File: config.mk
export PLATFORM = sky130hd
export DESIGN_NAME = systolic_feeder_flat
export DESIGN_NICKNAME = d
export VERILOG_FILES = /design/src/rtl/systolic_feeder_if.sv /design/src/rtl/systolic_feeder.sv /design/src/flat_wrapper.sv
export SDC_FILE = /design/constraint.sdc
export NUM_CORES = 1
export LEC_CHECK = 0
export BUFFER_PORTS_ARGS = -buffer_cell sky130_fd_sc_hd__buf_2
export CAP_MARGIN = 0
export CORE_MARGIN = 2
export CORE_UTILIZATION = 49
export CTS_BUF_LIST = sky130_fd_sc_hd__clkbuf_4
export DETAILED_ROUTE_END_ITERATION = 7
export GPL_ROUTABILITY_DRIVEN = 0
export PLACE_DENSITY = 0.74
export SYNTH_ARGS = -nofsm -noshare
export SYNTH_HDL_FRONTEND = slang
export SYNTH_SLANG_ARGS = --single-unit
export TNS_END_PERCENT = 5
File: constraint.sdc
create_clock -name clk -period 2.2 [get_ports clk]
set_input_delay 0 -clock clk [delete_from_list [all_inputs] [get_ports clk]]
set_output_delay 0 -clock clk [all_outputs]
set_load 0.02 [all_outputs]
File: src/rtl/systolic_feeder_if.sv
// -----------------------------------------------------------------------------
// systolic_feeder_if
//   Interface bundling the feeder's job control, input beat handshake and the
//   skewed output buses toward the systolic array.
//   master : upstream producer side (drives start, in_valid, a_col, b_row)
//   slave  : the feeder itself (drives in_ready, matrix_vals, weight_matrix,
//            load, busy, done)
//   Lane i of every N*DW bus lives at bits [i*DW +: DW].
// -----------------------------------------------------------------------------
interface systolic_feeder_if #(
    parameter int ARRAY_SIZE = 4,
    parameter int DATA_WIDTH = 4
);
    localparam int BUS_W = ARRAY_SIZE * DATA_WIDTH;

    logic             start;
    logic             in_valid;
    logic             in_ready;
    logic [BUS_W-1:0] a_col;
    logic [BUS_W-1:0] b_row;
    logic [BUS_W-1:0] matrix_vals;
    logic [BUS_W-1:0] weight_matrix;
    logic             load;
    logic             busy;
    logic             done;

    modport master (
        output start, in_valid, a_col, b_row,
        input  in_ready, matrix_vals, weight_matrix, load, busy, done
    );

    modport slave (
        input  start, in_valid, a_col, b_row,
        output in_ready, matrix_vals, weight_matrix, load, busy, done
    );
endinterface

File: src/rtl/systolic_feeder.sv
// -----------------------------------------------------------------------------
// systolic_feeder
//   Upstream stage of an N x N systolic array. Accepts N K-slices (column k of
//   A, row k of B) over a valid/ready handshake and emits them as a diagonally
//   skewed wavefront: lane i lags lane 0 by i cycles. After the last beat the
//   buses are zero-padded for DRAIN_CYCLES so the final partial sums reach the
//   bottom row, then done pulses for one cycle.
// Ports
//   clk    : clock, rising edge
//   reset  : asynchronous, active-high; returns to IDLE and zeroes all stages
//   bus    : systolic_feeder_if.slave
//            start/in_valid/a_col/b_row in; in_ready/matrix_vals/
//            weight_matrix/load/busy/done out
// -----------------------------------------------------------------------------
module systolic_feeder #(
    parameter int ARRAY_SIZE   = 4,
    parameter int DATA_WIDTH   = 4,
    parameter int DRAIN_CYCLES = 3 * ARRAY_SIZE - 2
) (
    input  logic              clk,
    input  logic              reset,
    systolic_feeder_if.slave  bus
);
    localparam int N       = ARRAY_SIZE;
    localparam int DW      = DATA_WIDTH;
    localparam int BEAT_W  = $clog2(N + 1);
    localparam int DRAIN_W = $clog2(DRAIN_CYCLES + 1);

    typedef enum logic [1:0] {
        S_IDLE,
        S_FILL,
        S_DRAIN,
        S_DONE
    } state_e;

    state_e               state_q,     state_d;
    logic [BEAT_W-1:0]    beat_cnt_q,  beat_cnt_d;
    logic [DRAIN_W-1:0]   drain_cnt_q, drain_cnt_d;
    logic                 load_q,      load_d;
    logic                 busy_q,      busy_d;
    logic                 done_q,      done_d;
    logic                 accept;

    // ---------------------------------------------------------------- control
    always_comb begin
        // NOTE: every always_comb output gets a default first so no path
        // leaves it unassigned; otherwise synthesis infers a latch.
        state_d     = state_q;
        beat_cnt_d  = beat_cnt_q;
        drain_cnt_d = drain_cnt_q;
        accept      = (state_q == S_FILL) && bus.in_valid;

        case (state_q)
            S_IDLE: begin
                if (bus.start) begin
                    state_d    = S_FILL;
                    beat_cnt_d = '0;
                end
            end
            S_FILL: begin
                if (accept) begin
                    if (beat_cnt_q == BEAT_W'(N - 1)) begin
                        state_d     = S_DRAIN;
                        beat_cnt_d  = '0;
                        drain_cnt_d = '0;
                    end else begin
                        beat_cnt_d = beat_cnt_q + BEAT_W'(1);
                    end
                end
            end
            S_DRAIN: begin
                if (drain_cnt_q == DRAIN_W'(DRAIN_CYCLES - 1)) begin
                    state_d     = S_DONE;
                    drain_cnt_d = '0;
                end else begin
                    drain_cnt_d = drain_cnt_q + DRAIN_W'(1);
                end
            end
            S_DONE:  state_d = S_IDLE;
            default: state_d = S_IDLE;
        endcase

        // Strobes are decoded from the next state and registered, so they
        // line up exactly with state_q without a glitchy decode on the port.
        load_d = (state_d == S_FILL) || (state_d == S_DRAIN);
        busy_d = (state_d != S_IDLE);
        done_d = (state_d == S_DONE);
    end

    // NOTE: sequential state uses non-blocking assignments so every flop
    // samples its _d value from before the edge, independent of block order.
    always_ff @(posedge clk or posedge reset) begin
        if (reset) begin
            state_q     <= S_IDLE;
            beat_cnt_q  <= '0;
            drain_cnt_q <= '0;
            load_q      <= 1'b0;
            busy_q      <= 1'b0;
            done_q      <= 1'b0;
        end else begin
            state_q     <= state_d;
            beat_cnt_q  <= beat_cnt_d;
            drain_cnt_q <= drain_cnt_d;
            load_q      <= load_d;
            busy_q      <= busy_d;
            done_q      <= done_d;
        end
    end

    assign bus.in_ready = (state_q == S_FILL);
    assign bus.load     = load_q;
    assign bus.busy     = busy_q;
    assign bus.done     = done_q;

    // ---------------------------------------------------------- skew pipeline
    // Lane i is an (i+1)-deep shift register with no enable. Non-accept
    // cycles inject zeros, so bubbles and the drain phase shift uniformly and
    // keep A and B aligned across lanes.
    for (genvar i = 0; i < N; i++) begin : g_lane
        logic [DW-1:0] a_stage_q [0:i];
        logic [DW-1:0] a_stage_d [0:i];
        logic [DW-1:0] b_stage_q [0:i];
        logic [DW-1:0] b_stage_d [0:i];

        always_comb begin
            a_stage_d[0] = accept ? bus.a_col[i*DW +: DW] : '0;
            b_stage_d[0] = accept ? bus.b_row[i*DW +: DW] : '0;
            for (int s = 1; s <= i; s++) begin
                a_stage_d[s] = a_stage_q[s-1];
                b_stage_d[s] = b_stage_q[s-1];
            end
        end

        // NOTE: the skew stages are reset too: a reset mid-job must not let
        // stale beats of the aborted job leak onto the array buses.
        always_ff @(posedge clk or posedge reset) begin
            if (reset) begin
                for (int s = 0; s <= i; s++) begin
                    a_stage_q[s] <= '0;
                    b_stage_q[s] <= '0;
                end
            end else begin
                for (int s = 0; s <= i; s++) begin
                    a_stage_q[s] <= a_stage_d[s];
                    b_stage_q[s] <= b_stage_d[s];
                end
            end
        end

        assign bus.matrix_vals[i*DW +: DW]   = a_stage_q[i];
        assign bus.weight_matrix[i*DW +: DW] = b_stage_q[i];
    end

endmodule

File: src/flat_wrapper.sv
// flat-port wrapper written by rule: the top's interface ports become plain ports
module systolic_feeder_flat 
#(
    parameter int ARRAY_SIZE   = 4,
    parameter int DATA_WIDTH   = 4,
    parameter int DRAIN_CYCLES = 3 * ARRAY_SIZE - 2
)
  (clk, reset, bus_start, bus_in_valid, bus_a_col, bus_b_row, bus_in_ready, bus_matrix_vals, bus_weight_matrix, bus_load, bus_busy, bus_done);
  systolic_feeder_if #(.ARRAY_SIZE(ARRAY_SIZE), .DATA_WIDTH(DATA_WIDTH)) bus_i ();
  input  logic clk;
  input  logic reset;
  input wire logic [$bits(bus_i.start)-1:0] bus_start;
  input wire logic [$bits(bus_i.in_valid)-1:0] bus_in_valid;
  input wire logic [$bits(bus_i.a_col)-1:0] bus_a_col;
  input wire logic [$bits(bus_i.b_row)-1:0] bus_b_row;
  output wire logic [$bits(bus_i.in_ready)-1:0] bus_in_ready;
  output wire logic [$bits(bus_i.matrix_vals)-1:0] bus_matrix_vals;
  output wire logic [$bits(bus_i.weight_matrix)-1:0] bus_weight_matrix;
  output wire logic [$bits(bus_i.load)-1:0] bus_load;
  output wire logic [$bits(bus_i.busy)-1:0] bus_busy;
  output wire logic [$bits(bus_i.done)-1:0] bus_done;
  assign bus_i.start = bus_start;
  assign bus_i.in_valid = bus_in_valid;
  assign bus_i.a_col = bus_a_col;
  assign bus_i.b_row = bus_b_row;
  assign bus_in_ready = bus_i.in_ready;
  assign bus_matrix_vals = bus_i.matrix_vals;
  assign bus_weight_matrix = bus_i.weight_matrix;
  assign bus_load = bus_i.load;
  assign bus_busy = bus_i.busy;
  assign bus_done = bus_i.done;
  systolic_feeder #(.ARRAY_SIZE(ARRAY_SIZE), .DATA_WIDTH(DATA_WIDTH), .DRAIN_CYCLES(DRAIN_CYCLES)) u_core (.clk(clk), .reset(reset), .bus(bus_i));
endmodule
==> results of run 1 <==
==> sequential cells by signal, indices dropped and copies added, names as in the netlist <==
signal and count:
u_core.g_lane.b_stage_q 4, u_core.g_lane.a_stage_d 24, u_core.bus.weight_matrix 12, u_core.bus.done 1
u_core.beat_cnt_q 3, u_core.state_q 2, u_core.drain_cnt_q 4, u_core.bus.busy 1
u_core.bus.matrix_vals 12, u_core.g_lane.b_stage_d 24, u_core.bus.load 1, u_core.g_lane.a_stage_q 4
==> worst max-delay path, delay by kind of cell (launching register included) <==
kind                     cells  cell delay [ns]
AO/OA/AOI/OAI                1             0.12
adder cells (fa/ha/maj)      1             0.30
flip-flops                   1             0.55
AND/OR/NAND/NOR              1             0.55
==> kinds of logic after synthesis <==
kind of cell / synth area share [%]
xor+xnor: 0.304
simple gates: 9.65
buf+inv: 2.26
mux: 0.782
compound gates: 4.87
fa+ha+maj: 2.17
flops: 80.0
==> path summary, 6_finish.rpt <==
check                                                   startpoint                                 endpoint  slack (ns)  cells past startpoint
setup reg to reg                       u_core.state_q[0]$_DFF_PP0_                u_core.bus.load$_DFF_PP0_        0.58                      3
hold / removal                                           bus_start         u_core.beat_cnt_q[1]$_DFFE_PP0P_        0.04                      3
min in group asynchronous                                    reset    u_core.bus.weight_matrix[4]$_DFF_PP0_        0.29                      3
setup / recovery                       u_core.state_q[0]$_DFF_PP0_                u_core.bus.load$_DFF_PP0_        0.58                      3
hold reg to reg            u_core.g_lane[2].b_stage_d[5]$_DFF_PP0_  u_core.g_lane[2].b_stage_d[1]$_DFF_PP0_        0.35                      0
max in group asynchronous                                    reset                u_core.bus.load$_DFF_PP0_        1.23                      4
==> timing repair <==
action	in CTS	in global routing
buffers inserted	0	0
endpoints found under the hold margin	72	0
hold buffers	34	0
resized for setup	0	0
==> synthesized netlist by cell type (all sizes together), types with 2 or more instances <==
cell,instances,share of area (%)
o21ai,2,0.35
ha,5,2.2
nor2b,3,0.74
and2,32,7.0
a22o,2,0.61
inv,7,0.91
o22ai,2,0.65
dfrtp,92,80
buf,6,1.3
a21oi,4,1.1
==> area by class of cell <==
type / instances / area, um^2
repair buffers: 108 / 731
well taps: 72 / 90.1
inverters: 7 / 30.0
multi-input cells: 67 / 512
flip-flops and latches: 92 / 2300
clock buffers: 10 / 75.1
clock inverters: 6 / 68.8
fillers: 384 / 1770
==> through the flow <==
stage                     power (W)  setup slack (ns)  util, %  std cells  hold WS [ns]
after global placement      0.00295             0.624     59.6        312         0.190
after global routing        0.00413             0.479     68.3        362        0.0161
after detailed placement    0.00298             0.615     59.6        312         0.204
after CTS                   0.00393             0.583     68.3        362        0.0147
final                       0.00391             0.581     68.3        362        0.0407
after floorplan             0.00273             0.731        -        172         0.129
==> routing by layer <==
| metal | vias to the layer above | global-route usage (%) | share of wire (%) | wire length [um] |
|---|---|---|---|---|
| li1 | 780 | - | - | - |
| met1 | 785 | 20.6 | 44 | 2010 |
| met2 | 62 | 24.2 | 47 | 2160 |
| met3 | 14 | 4.94 | 5.8 | 263 |
| met4 | 0 | 7.80 | 2.7 | 125 |
| met5 | - | 0 | 0 | 0 |
==> power by group <==
part,internal [W],total [W],switching (W)
logic,0.000365,0.000829,0.000464
registers,0.00201,0.00216,0.000153
clock network,0.000373,0.000917,0.000544
total,0.00275,0.00391,0.00116
==> results_dict.tcl, run 1 <==
set metrics [dict create \
    yosysSeqAreaShare_pct 80.0 \
    synth-edff-count 0 \
    layout_commonest_cell "dfrtp_1" \
    rows 27 \
    design_area_um2 3810 \
    cp.arrival_ns 1.91 \
    start_util_pct 51.6 \
    dieArea_um2 6500 \
    syn_area_um2 2880 \
    syn_to_final_growth_pct 32.3 \
    cpPeakStageDelay_ns 0.55 \
    h-tree-depth 3 \
    pin_count 72 \
    syn_nets 213 \
    track_usage_pct 15.8 \
    skew_ns 0.0169 \
    via_count 1641 \
    rsz0062_at_grt "no" \
    slowest_stage "dfrtp_1" \
    required_ns 2.50 \
    fin_crit_ns 1.62 \
    coreArea_um2 5570 \
    port_buffers 71 \
    antennaDiodeCount 0 \
    crit_fanout 15 \
    dpl_cell_area_um2 3320 \
    yosys_warnings 0 \
    setup.worst_path.end_class "flop" \
    dr.pass1.iters 4 \
    cts-buffers-inserted 9 \
    finalHoldViolations 0 \
    clockBufferDepth 2 \
    power_density_nw_per_um2 1030 \
    status "finished clean" \
    overflow 0 \
    wl_per_cell_um 12.6 \
    cp-start-kind "flop" \
    clkLatencyLatePin_ns 0.41 \
    grt_pass1_vias 1603 \
    ant_nets 0 \
    grt_pass1_wl_um 7470 \
    synth_ff_type "dfrtp_1" \
    antenna_found_initial 0 \
    setup_violations 0 \
    synthCells 172 \
    dieHeight_um 80.7 \
    drive_gt1_share_pct 33.1 \
    crit_chain "and3b_1 > a21oi_4 > ha_1" \
    clkTransAtPathRegs_ns 0.12 \
    hpwl_um 2780 \
    async_flop_share_pct 100 \
    clock_sinks 92 \
    root_buffer "clkbuf_4" \
    synth_seq_cells 92 \
    hp-class "input port to flop" \
    routed_wl_um 4560 \
    nets 326 \
    cts_tree "yes" \
    worstSetupPathType "flop to flop" \
    period_share_pct 73.6 \
    peakVddDrop_mv 0.653 \
    viasPerCell 4.53 \
    grt_max_degree 48 \
    drtIter0Drc 82 \
    synth_cell_types 34 \
    synth.avg_cell_area_um2 16.7 \
    drcViolationCount 0 \
    timing.setup.tns_ns 0 \
    drv_slew 0 \
    total_leakage_power_nw 2.01 \
    die_w_um 80.7 \
    slew_headroom_pct 43.9 \
    worst_pin_slew_ns 0.840 \
    final_cell_mix "dfrtp_1 (92), buf_2 (71), dlygate4sd3_1 (34), and2_1 (32), clkbuf_4 (10)" \
    fmax_ghz 0.618 \
    cap_violations 0 \
]
Note: power is estimated with default switching activity, not from simulation.
==> run 2: changes to the inputs <==
--- a/config.mk
+++ b/config.mk
@@ -8,11 +8,11 @@
 export BUFFER_PORTS_ARGS = -buffer_cell sky130_fd_sc_hd__buf_2
 export CAP_MARGIN = 0
 export CORE_MARGIN = 2
-export CORE_UTILIZATION = 49
+export CORE_UTILIZATION = 54
 export CTS_BUF_LIST = sky130_fd_sc_hd__clkbuf_4
 export DETAILED_ROUTE_END_ITERATION = 7
 export GPL_ROUTABILITY_DRIVEN = 0
-export PLACE_DENSITY = 0.74
+export PLACE_DENSITY = 0.78
 export SYNTH_ARGS = -nofsm -noshare
 export SYNTH_HDL_FRONTEND = slang
 export SYNTH_SLANG_ARGS = --single-unit
==> constraint.sdc (replaced) <==
create_clock -name clk -period 1.6 [get_ports clk]
set_input_delay 0 -clock clk [delete_from_list [all_inputs] [get_ports clk]]
set_output_delay 0 -clock clk [all_outputs]
set_load 0.02 [all_outputs]
==> run 2 against run 1 <==
  * Utilization rose by 6.4 points
  * Non-clock buffer count increased by 3
  * Design area rose by 0.89%
  * Combinational power is 41% higher
  * Worst hold slack barely moved
  * Total power is 37% higher
==> results_dict.tcl, run 2 (synthesized netlist as in run 1, its figures left out) <==
set metrics [dict create \
    routed_wl_um 4990 \
    syn_to_final_growth_pct 33.5 \
    timing.rr.end "u_core.bus.load$_DFF_PP0_" \
    dieHeight_um 77.0 \
    nets 329 \
    period_share_pct 96.4 \
    pin_count 72 \
    overflow 0 \
    slew_headroom_pct 72.4 \
    fmax_ghz 0.648 \
    dieArea_um2 5930 \
    rows 26 \
    clkLatencyLatePin_ns 0.41 \
    worst_pin_slew_ns 0.411 \
    drive_gt1_share_pct 34.8 \
    layout_commonest_cell "dfrtp_1" \
    skew_ns 0.0105 \
    coreArea_um2 5140 \
    clkTransAtPathRegs_ns 0.12 \
    place_ws_ns 0.0170 \
    r2r_start "u_core.beat_cnt_q[0]$_DFFE_PP0P_" \
    via_count 1644 \
    hold_depth 3 \
    worstSetupPathType "flop to flop" \
    rrSetupSlack_ns 0.06 \
    fin_ws_ns 0.0569 \
    track_usage_pct 18.6 \
    antenna_found_initial 0 \
    wl_per_cell_um 13.7 \
    critPathCapture "u_core.bus.load$_DFF_PP0_" \
    crit_chain "ha_2 > and2b_2 > a21oi_2 > a21oi_1 > ha_1" \
    cp-start-kind "flop" \
    power_density_nw_per_um2 1390 \
    status "finished clean" \
    clock_sinks 92 \
    drtIter0Drc 139 \
    root_buffer "clkbuf_4" \
    cts-buffers-inserted 9 \
    cap_violations 0 \
    grt_max_degree 33 \
    setup_violations 0 \
    drv_slew 0 \
    p_total_w 0.00535 \
    cpPeakStageDelay_ns 0.44 \
    fin_crit_ns 1.54 \
    port_buffers 71 \
    finalHoldViolations 0 \
    setup.worst_path.end_class "flop" \
    total_leakage_power_nw 2.02 \
    drcViolationCount 0 \
    hpwl_um 3000 \
    ant_nets 0 \
    start_util_pct 56.0 \
    rsz0062_at_grt "no" \
    timing.setup.tns_ns 0 \
    peakVddDrop_mv 1.09 \
    r2r_cells 5 \
    grt_pass1_wl_um 8200 \
    h-tree-depth 3 \
    nFillCells 324 \
    cts_tree "yes" \
    required_ns 1.90 \
    dr.pass1.iters 4 \
    hp-class "input port to flop" \
    final_cell_mix "dfrtp_1 (92), buf_2 (71), dlygate4sd3_1 (33), and2_1 (32), clkbuf_4 (10)" \
    die_w_um 77.0 \
    viasPerCell 4.52 \
    cp.arrival_ns 1.85 \
    crit_fanout 4 \
    slowest_stage "dfrtp_1" \
    crit_start "u_core.beat_cnt_q[0]$_DFFE_PP0P_" \
    clockBufferDepth 2 \
    grt_pass1_vias 1758 \
]
run 2: cell type report:
class	count	area [um^2]	area share (%)
clock inverter	6	62.6	1.63
inverter	7	30.0	0.782
multi-input combinational	67	519	13.5
clock buffer	10	75.1	1.95
tap	70	87.6	2.28
sequential	92	2300	59.9
antenna	1	2.50	0.0651
timing repair buffer	111	763	19.9
run 2: power by group:
group	total [W]	switching (W)	internal [W]
logic	0.00117	0.000635	0.000530
registers	0.00298	0.000216	0.00276
clock network	0.00120	0.000708	0.000493
run 2: per-layer routing:
metal / global-route usage (%) / vias up / wire, um
met1: 21.9 / 804 / 1910
met3: 3.41 / 13 / 183
met4: 10.7 / 0 / 151
met5: 0 / - / 0
met2: 32.0 / 46 / 2740
li1: - / 781 / -
run 2: stage by stage:
step           cells  instance area, um^2  hold WS [ns]  util (%)
2_1_floorplan    172                 2880         0.129         -
3_3_place_gp     312                 3350       0.00164      65.2
3_5_place_dp     312                 3350       0.00997      65.2
4_1_cts          361                 3820       0.00927      74.3
5_1_grt          363                 3840        0.0405      74.7
6_report         364                 3840        0.0405      74.8
run 2: worst min path at each step:
stage | to | start | slack [ns]
finish | u_core.beat_cnt_q[2]$_DFFE_PP0P_ | bus_in_valid | 0.04
global route | u_core.state_q[0]$_DFF_PP0_ | bus_in_valid | 0.04
CTS | u_core.beat_cnt_q[2]$_DFFE_PP0P_ | bus_in_valid | 0.009
detailed placement | u_core.bus.matrix_vals[14]$_DFF_PP0_ | reset | 0.01
global placement | u_core.bus.matrix_vals[8]$_DFF_PP0_ | reset | 0.002
floorplan | u_core.g_lane[0].a_stage_q[0]$_DFF_PP0_ | bus_a_col[0] | 0.13
run 2: critical path, delay by kind of cell (launching register included):
| kind | cells | cell delay (ns) |
|---|---|---|
| fa+ha+maj | 2 | 0.51 |
| flops | 1 | 0.44 |
| simple gates | 1 | 0.24 |
| compound gates | 2 | 0.25 |
run 2: timing repair:
action / 4_1_cts / 5_1_grt
buffers inserted: 0 / 2
hold buffers: 33 / 0
gates resized for setup: 0 / 3
setup endpoints to repair: 0 / 2
hold endpoints to repair: 124 / 0
==> run 3: changes to the inputs <==
--- a/config.mk
+++ b/config.mk
@@ -13,6 +13,8 @@
 export DETAILED_ROUTE_END_ITERATION = 7
 export GPL_ROUTABILITY_DRIVEN = 0
 export PLACE_DENSITY = 0.78
+export REMOVE_ABC_BUFFERS = 1
+export SLEW_MARGIN = 20
 export SYNTH_ARGS = -nofsm -noshare
 export SYNTH_HDL_FRONTEND = slang
 export SYNTH_SLANG_ARGS = --single-unit
==> run 3 against run 2 <==
  * Sequential power is 1% lower
  * Cell count is 0.82% lower
  * Maximum frequency is 2.7% higher
  * Clock skew is 0.0032 ns higher
  * First-iteration DRC count is 42% lower
  * Routed wire length is 4.6% lower
  * Non-clock buffer count stayed put
==> results_dict.tcl, run 3 (synthesized netlist as in run 1, its figures left out) <==
set metrics [dict create \
    syn_to_final_growth_pct 33.8 \
    port_buffers 71 \
    power_density_nw_per_um2 1420 \
    r2r_start "u_core.beat_cnt_q[0]$_DFFE_PP0P_" \
    cap_violations 0 \
    worstSetupPathType "flop to flop" \
    skew_ns 0.0137 \
    hold_depth 3 \
    antenna_found_initial 0 \
    cts-buffers-inserted 9 \
    cpPeakStageDelay_ns 0.43 \
    slew_headroom_pct 65.9 \
    setup_violations 0 \
    drcViolationCount 0 \
    drv_slew 0 \
    pin_count 72 \
    drive_gt1_share_pct 35.1 \
    timing.rr.end "u_core.bus.load$_DFF_PP0_" \
    required_ns 1.90 \
    coreArea_um2 5140 \
    critPathBufInv 0 \
    final_cell_mix "dfrtp_1 (92), buf_2 (71), dlygate4sd3_1 (33), and2_1 (32), clkbuf_4 (10)" \
    wl_per_cell_um 13.2 \
    cp.arrival_ns 1.80 \
    switching_share_pct 27.8 \
    fin_crit_ns 1.50 \
    grt_max_degree 36 \
    cts_tree "yes" \
    clkLatencyLatePin_ns 0.40 \
    rrSetupSlack_ns 0.1 \
    critical-path-top-delay-family "adder cells" \
    routed_wl_um 4760 \
    start_util_pct 56.0 \
    viasPerCell 4.52 \
    hpwl_um 2890 \
    nets 329 \
    crit_chain "ha_2 > and2b_2 > a21oi_2 > a21oi_1 > ha_1" \
    p_total_w 0.00546 \
    status "finished clean" \
    r2r_cells 5 \
    clkTransAtPathRegs_ns 0.13 \
    track_usage_pct 18.0 \
    slowest_stage "dfrtp_1" \
    power_frac_seq_pct 53.8 \
    clockBufferDepth 2 \
    layout_commonest_cell "dfrtp_1" \
    dieHeight_um 77.0 \
    overflow 0 \
    internal_power_w 0.00395 \
    power.share.combinational_pct 22.1 \
    total_leakage_power_nw 2.03 \
    dp.cells 312 \
    design_area_um2 3850 \
    rsz0062_at_grt "no" \
    finalHoldViolations 0 \
    die_w_um 77.0 \
    worst_pin_slew_ns 0.511 \
    fin_cells 361 \
    peakVddDrop_mv 1.03 \
    setup.worst_path.end_class "flop" \
    hold_start "bus_in_valid" \
    hp-class "input port to flop" \
    grt_pass1_vias 1719 \
    dr.pass1.iters 8 \
    dieArea_um2 5930 \
    drtIter0Drc 80 \
    fmax_ghz 0.665 \
    final_util_pct 74.9 \
    crit_fanout 4 \
    rows 26 \
    via_count 1630 \
    period_share_pct 93.9 \
    clock_sinks 92 \
    whs_endpoint "u_core.beat_cnt_q[2]$_DFFE_PP0P_" \
    root_buffer "clkbuf_4" \
    dpl_cell_area_um2 3350 \
    antennaDiodeCount 0 \
    h-tree-depth 3 \
    power.share.clock_pct 24.1 \
    cp-start-kind "flop" \
    ant_nets 0 \
    p_switching_w 0.00152 \
    grt_pass1_wl_um 7880 \
]
==> run 3: cell types whose count changed in the layout (fill, tap and decap cells not counted), sizes merged <==
cell / change
bufinv: +1
clkinv: -1
clkinvlp: -1
diode: -1
inv: -1
==> run 3: worst max path at each step <==
stage	start	endpoint	slack [ns]	cells past startpoint
2_1_floorplan	reset	u_core.beat_cnt_q[0]$_DFFE_PP0P_	-0.79	1
3_3_place_gp	u_core.beat_cnt_q[0]$_DFFE_PP0P_	u_core.bus.load$_DFF_PP0_	0.09	5
3_5_place_dp	u_core.beat_cnt_q[0]$_DFFE_PP0P_	u_core.bus.load$_DFF_PP0_	0.04	5
4_1_cts	u_core.beat_cnt_q[0]$_DFFE_PP0P_	u_core.bus.load$_DFF_PP0_	0.02	5
5_1_grt	u_core.beat_cnt_q[0]$_DFFE_PP0P_	u_core.bus.load$_DFF_PP0_	0.02	5
6_report	u_core.beat_cnt_q[0]$_DFFE_PP0P_	u_core.bus.load$_DFF_PP0_	0.1	5
==> run 3: metal layers <==
metal	routed length, um	up-vias	track usage [%]
li1	-	775	-
met2	2710	39	33.0
met5	0	-	0
met3	169	10	5.18
met4	98	0	9.46
met1	1780	806	18.4
==> run 3: stage by stage <==
stage	hold slack [ns]	setup slack [ns]	setup TNS, ns
final	0.0471	0.0972	0
after CTS	0.00866	0.0190	0
after floorplan	0.129	-0.792	-72.86
after global placement	0.0409	0.0904	0
after detailed placement	0.0546	0.0442	0
after global routing	0.00895	0.0230	0
==> run 3: timing repair <==
item | CTS | global route
endpoints found under the hold margin | 124 | 0
setup endpoints to repair | 0 | 3
resized for setup | 0 | 3
hold buffers | 33 | 0
setup buffers | 0 | 2
==> run 3: area by class of cell <==
class | count | area, um^2
Clock buffer | 10 | 75.1
Clock inverter | 4 | 76.3
Fill cell | 329 | 1290
Inverter | 7 | 27.5
Multi-Input combinational cell | 67 | 519
Sequential cell | 92 | 2300
Tap cell | 70 | 87.6
Timing Repair Buffer | 111 | 763
==> run 3: worst min-delay path, cell delays in order <==
cell     delay (ns)
buf_2          0.15
a31oi_1        0.10
o21a_1         0.17
==> run 3: power by group through the flow <==
stage / clock [W] / sequential (W) / combinational, W
finish: 0.00132 / 0.00294 / 0.00121
global route: 0.00148 / 0.00299 / 0.00134
CTS: 0.00137 / 0.00294 / 0.00120
detailed placement: 0 / 0.00299 / 0.00113
global placement: 0 / 0.00297 / 0.00110
floorplan: 0 / 0.00319 / 0.000506
